===== src/rtl/reg_bank_pkg.sv =====
// rtl/reg_bank_pkg.sv - shared sizing helpers and types for the 2-read/1-write register bank
package reg_bank_pkg;

    localparam int DATA_W_DEF = 32;
    localparam int ADDR_W_DEF = 4;

    function automatic int depth_of(input int addr_w);
        return 1 << addr_w;
    endfunction

    localparam int DEPTH_DEF = depth_of(ADDR_W_DEF);

    typedef logic [ADDR_W_DEF-1:0] reg_idx_t;
    typedef logic [DATA_W_DEF-1:0] reg_word_t;

    localparam reg_idx_t ZERO_IDX = '0;

endpackage


===== src/rtl/dest_decoder.sv =====
// rtl/dest_decoder.sv - one-hot register index decoder, all-zero when disabled
module dest_decoder
    import reg_bank_pkg::*;
#(
    parameter int ADDR_W = 4
) (
    input  logic                        en,
    input  logic [ADDR_W-1:0]           addr,
    output logic [depth_of(ADDR_W)-1:0] onehot
);

    always_comb begin
        onehot = '0;
        if (en) begin
            onehot[addr] = 1'b1;
        end
    end

endmodule


===== src/rtl/reg_bank_2r1w.sv =====
// rtl/reg_bank_2r1w.sv - DEPTH x DATA_W register bank, registered 2R/1W with bypass and busy scoreboard
module reg_bank_2r1w
    import reg_bank_pkg::*;
#(
    parameter int DATA_W  = 32,
    parameter int ADDR_W  = 4,
    parameter int ZERO_R0 = 0
) (
    input  logic                        clk,
    input  logic                        rst_n,
    input  logic                        wr_en,
    input  logic [ADDR_W-1:0]           wr_addr,
    input  logic [DATA_W-1:0]           wr_data,
    input  logic                        rd_en,
    input  logic [ADDR_W-1:0]           rd_addr_a,
    input  logic [ADDR_W-1:0]           rd_addr_b,
    output logic [DATA_W-1:0]           rd_data_a,
    output logic [DATA_W-1:0]           rd_data_b,
    output logic                        rd_valid,
    input  logic                        rsv_en,
    input  logic [ADDR_W-1:0]           rsv_addr,
    output logic                        hazard_a,
    output logic                        hazard_b,
    output logic [depth_of(ADDR_W)-1:0] busy_vec
);

    localparam int DEPTH = depth_of(ADDR_W);

    // Bit 0 of the scoreboard is forced clear when R0 is hardwired to zero.
    localparam logic [DEPTH-1:0] KEEP_MASK =
        (ZERO_R0 != 0) ? {{(DEPTH-1){1'b1}}, 1'b0} : {DEPTH{1'b1}};

    logic [DEPTH-1:0]  wr_onehot;
    logic [DEPTH-1:0]  rsv_onehot;
    logic [DEPTH-1:0]  busy_next;
    logic [DATA_W-1:0] mem [DEPTH];
    logic [DATA_W-1:0] rd_next_a;
    logic [DATA_W-1:0] rd_next_b;

    dest_decoder #(.ADDR_W(ADDR_W)) u_wr_dec (
        .en     (wr_en),
        .addr   (wr_addr),
        .onehot (wr_onehot)
    );

    dest_decoder #(.ADDR_W(ADDR_W)) u_rsv_dec (
        .en     (rsv_en),
        .addr   (rsv_addr),
        .onehot (rsv_onehot)
    );

    // Flop array rather than a RAM macro so every register clears on reset.
    for (genvar i = 0; i < DEPTH; i++) begin : g_reg
        if (ZERO_R0 != 0 && i == 0) begin : g_zero
            assign mem[i] = '0;
        end else begin : g_flop
            always_ff @(posedge clk or negedge rst_n) begin
                if (!rst_n) begin
                    mem[i] <= '0;
                end else if (wr_onehot[i]) begin
                    mem[i] <= wr_data;
                end
            end
        end
    end

    always_comb begin
        rd_next_a = mem[rd_addr_a];
        if (wr_en && wr_addr == rd_addr_a) begin
            rd_next_a = wr_data;
        end
        if (ZERO_R0 != 0 && rd_addr_a == '0) begin
            rd_next_a = '0;
        end

        rd_next_b = mem[rd_addr_b];
        if (wr_en && wr_addr == rd_addr_b) begin
            rd_next_b = wr_data;
        end
        if (ZERO_R0 != 0 && rd_addr_b == '0) begin
            rd_next_b = '0;
        end
    end

    always_ff @(posedge clk or negedge rst_n) begin
        if (!rst_n) begin
            rd_data_a <= '0;
            rd_data_b <= '0;
            rd_valid  <= 1'b0;
        end else begin
            rd_valid <= rd_en;
            if (rd_en) begin
                rd_data_a <= rd_next_a;
                rd_data_b <= rd_next_b;
            end
        end
    end

    // Set is applied after clear so a same-cycle reserve of the written register wins.
    always_comb begin
        busy_next = ((busy_vec & ~wr_onehot) | rsv_onehot) & KEEP_MASK;
    end

    always_ff @(posedge clk or negedge rst_n) begin
        if (!rst_n) begin
            busy_vec <= '0;
        end else begin
            busy_vec <= busy_next;
        end
    end

    // The write-back bypass covers the operand, so an in-flight write masks the hazard.
    always_comb begin
        hazard_a = busy_vec[rd_addr_a] & ~(wr_en & (wr_addr == rd_addr_a));
        hazard_b = busy_vec[rd_addr_b] & ~(wr_en & (wr_addr == rd_addr_b));
    end

endmodule

===== config.mk =====
export PLATFORM = sky130hd
export DESIGN_NAME = reg_bank_2r1w
export DESIGN_NICKNAME = d
export VERILOG_FILES = /design/src/rtl/reg_bank_pkg.sv /design/src/rtl/dest_decoder.sv /design/src/rtl/reg_bank_2r1w.sv
export SDC_FILE = /design/constraint.sdc
export NUM_CORES = 1
export LEC_CHECK = 0
export CAP_MARGIN = 5
export CORE_UTILIZATION = 61
export CTS_CLUSTER_DIAMETER = 200
export CTS_CLUSTER_SIZE = 16
export DETAILED_ROUTE_END_ITERATION = 8
export HOLD_SLACK_MARGIN = 0.02
export PLACE_DENSITY = 0.8
export RECOVER_POWER = 100
export SLEW_MARGIN = 40
export SYNTH_ARGS = -nofsm -noshare
export SYNTH_HDL_FRONTEND = slang
export SYNTH_HIERARCHICAL = 1
export SYNTH_SLANG_ARGS = --single-unit

===== constraint.sdc =====
create_clock -name clk -period 2.2 [get_ports clk]
set_input_delay 0.22 -clock clk [delete_from_list [all_inputs] [get_ports clk]]
set_output_delay 0.22 -clock clk [all_outputs]
set_load 0.1 [all_outputs]

==> flow_summary.json <==
{
  "antenna_left": 0,
  "worstReg2RegStart": "mem[214]",
  "hp-start": "rd_addr_b[3]",
  "rsz0062_at_grt": "true",
  "failed_checks": "max-capacitance violations, max-slew violations, negative setup slack",
  "final.setup_skew_ns": 0.01633,
  "period_share": 1.166,
  "dr.first_iter.drc_count": 1949,
  "r2r-end": "rd_data_a[22]",
  "synth_nets": 2053,
  "synth_top_cell_by_area": "dfrtp_1",
  "yosys-top-cells-area": "dfrtp_1 (49%), mux4_2 (20%), mux2_2 (19%)",
  "ys_ff_latch": 593,
  "clockRootBuffer": "clkbuf_16",
  "cts_sinks": 593,
  "run_status": "complete, but fails checks",
  "clockBufferDepth": 3,
  "ff2ff_path_depth": 4,
  "drtPass1Iterations": 5,
  "yosysMostFrequentCell": "dfrtp_1",
  "drc": 0,
  "gp_congestion": 0.8257,
  "drv_slew": 29,
  "numPortBuffers": 135,
  "via_count": 19800,
  "avgViaCountPerCell": 7.064,
  "synth-edff-count": 0,
  "grt.overflow.total": 0,
  "synth_compound_area_frac": 0.05770,
  "drt_wl_total_mm": 84.25,
  "synth_fa_ha_area_frac": 0,
  "initial_core_util": 0.6189,
  "yosysUniqueCellTypes": 27,
  "path_max_fanout": 4,
  "total_power_mw": 33.08,
  "clk_latency_ns": 0.60,
  "wl_per_cell_um": 30.06,
  "ys_top_cells_by_count": "dfrtp_1 (593), mux2_2 (512), mux4_2 (266)",
  "powerDensity_nw_per_um2": 972.2,
  "coreArea_um2": 49050,
  "maxCapViolCount": 1,
  "hpwl_mm": 53.66,
  "synthMuxAreaShare": 0.3872,
  "min_period_ns": 2.566,
  "vdd_drop_max_v": 0.0006148,
  "design_area_um2": 34020,
  "whs_endpoint": "rd_data_b[3]",
  "rows": 81,
  "post_synth.cell_area_avg_um2": 15.18,
  "grt_pass1_vias": 21220,
  "synthXorXnorAreaFrac": 0.002308,
  "grt_max_degree": 81,
  "die_h_um": 225.1,
  "synth_warnings": 6,
  "synth_top_family_by_area": "multiplexers",
  "die_area_um2": 50670,
  "final_layout_size_suffix_gt1_frac": 0.5042,
  "clkSlewWorstSetupHoldPaths_ns": 0.08,
  "htreeDepth": 2,
  "postCtsResizedCells": 0,
  "grt_pass1_wl_mm": 130.4,
  "synth_top_area_share": 0.4888,
  "start_kind": "flop",
  "cts_buffers": 43,
  "reg2reg_slack_ns": 0.51,
  "holdPathStages": 5,
  "postPlaceCellArea_um2": 33750,
  "nNetsFinal": 2185,
  "hold_viol": 0,
  "async_flop_share": 1.000,
  "cp-end-kind": "output port",
  "hold_class": "in2reg",
  "setup_ws_ns": -0.3658,
  "yosys.area_share.simple": 0.03124,
  "ios": 136,
  "cp.required_ns": 1.98,
  "worstMarginPinSlew_ns": 1.630,
  "cp.arrival_ns": 2.35,
  "cts_tree": "done",
  "fmax_mhz": 389.7,
  "setup_viol": 114,
  "postSynthCellCount": 2000,
  "crit_type": "reg2out",
  "synthToLayoutAreaGrowth_pct": 12.06,
  "track_usage": 0.3465,
  "dieWidth_um": 225.1,
  "ys.flop_type": "dfrtp_1",
  "ys_seq_area_frac": 0.4888,
  "antenna_found_initial": 3,
  "leakage_nw": 14.25,
  "netlist_area_um2": 30360,
  "slew_headroom": -0.08652
}
## per-stage QoR
step           std cells  hold WS, ns  setup WS [ns]  TNS (ns)    util
2_1_floorplan       2000     -0.07559        0.09723         0       -
3_3_place_gp        2748       0.2029       -0.09136    -3.185  0.6880
3_5_place_dp        2748       0.2063        -0.1052    -6.352  0.6880
4_1_cts             2802       0.1066        -0.3781   -0.7545  0.7121
5_1_grt             2803       0.3521        -0.4033    -36.99  0.6936
6_report            2803       0.3224        -0.3658    -10.25  0.6936
## metal layers
layer,global-route usage,vias up,wire length (um)
met2,0.5596,955,41240
met3,0.06167,235,6620
met5,0,-,27
met4,0.1582,4,3679
li1,-,7949,-
met1,0.4634,10660,32690
## power breakdown
group          internal [mW]  switching (mW)  total (mW)
registers               13.5            1.92        15.4
logic                   4.80            5.46        10.3
clock network           3.60            3.84        7.44
## final cells by class
cell class              instances  area, um2
inverters                      16      60.06
flip-flops and latches        593      14860
clock buffers                  48       1116
well taps                     664      830.8
fillers                      3323      15030
multi-input cells            1184      14610
diodes                          1      2.502
clock inverters                 3      41.29
repair buffers                294       2500
## registers in the layout, summed over array words and instances (netlist names)
register   count
mem          512
rd_data_a     32
rd_data_b     32
busy_vec      16
rd_valid       1
## layout by cell type (no fill, tap or decap), drive strengths merged
cell type      netlist  final
dlygate4sd3          0      3
a21o                16     16
mux2               512    512
or3b                 2      2
nor2b               68     68
buf                 57    100
xor2                 8      8
nand3                2      2
dfrtp              593    593
mux4               266    266
nor4                 2      2
nor2                26     26
inv                 16     18
a22oi              128    128
nand2b               4      4
and3                 2      2
clkbuf             150    195
nand2               66     66
diode                0      1
a221o               64     64
clkdlybuf4s50        0     44
clkinv               0      1
and2                 2      2
nor3                 8      8
a21boi               4      4
nand3b               4      4
## cells by family after synthesis
logic type,count (synthesis)
simple gates,186
buf+inv,223
mux,778
flops,593
compound gates,212
xor+xnor,8
## worst max-delay path, cell delays in order, from the launching register on
cell and delay [ns]:
dfrtp_2 0.44, mux4_2 0.47, mux4_2 0.50, a21boi_4 0.17, buf_12 0.17
## how the worst max path moves through the flow
stage                       startpoint        to  slack, ns
after floorplan           rd_addr_b[0]  hazard_b        0.1
after global placement    rd_addr_a[2]  hazard_a      -0.09
after detailed placement  rd_addr_a[2]  hazard_a      -0.11
after CTS                  busy_vec[5]  hazard_b      -0.38
after global routing       busy_vec[5]  hazard_b      -0.40
final                     busy_vec[13]  hazard_b      -0.37
## repair_timing
item                                    in CTS  in global routing
cloned                                       0                  0
buffers inserted                             2                  0
endpoints found under the setup margin       2                  2
hold buffers                                 1                  0
hold endpoints to repair                   231                  0
Power figures use the tool's default switching activity.
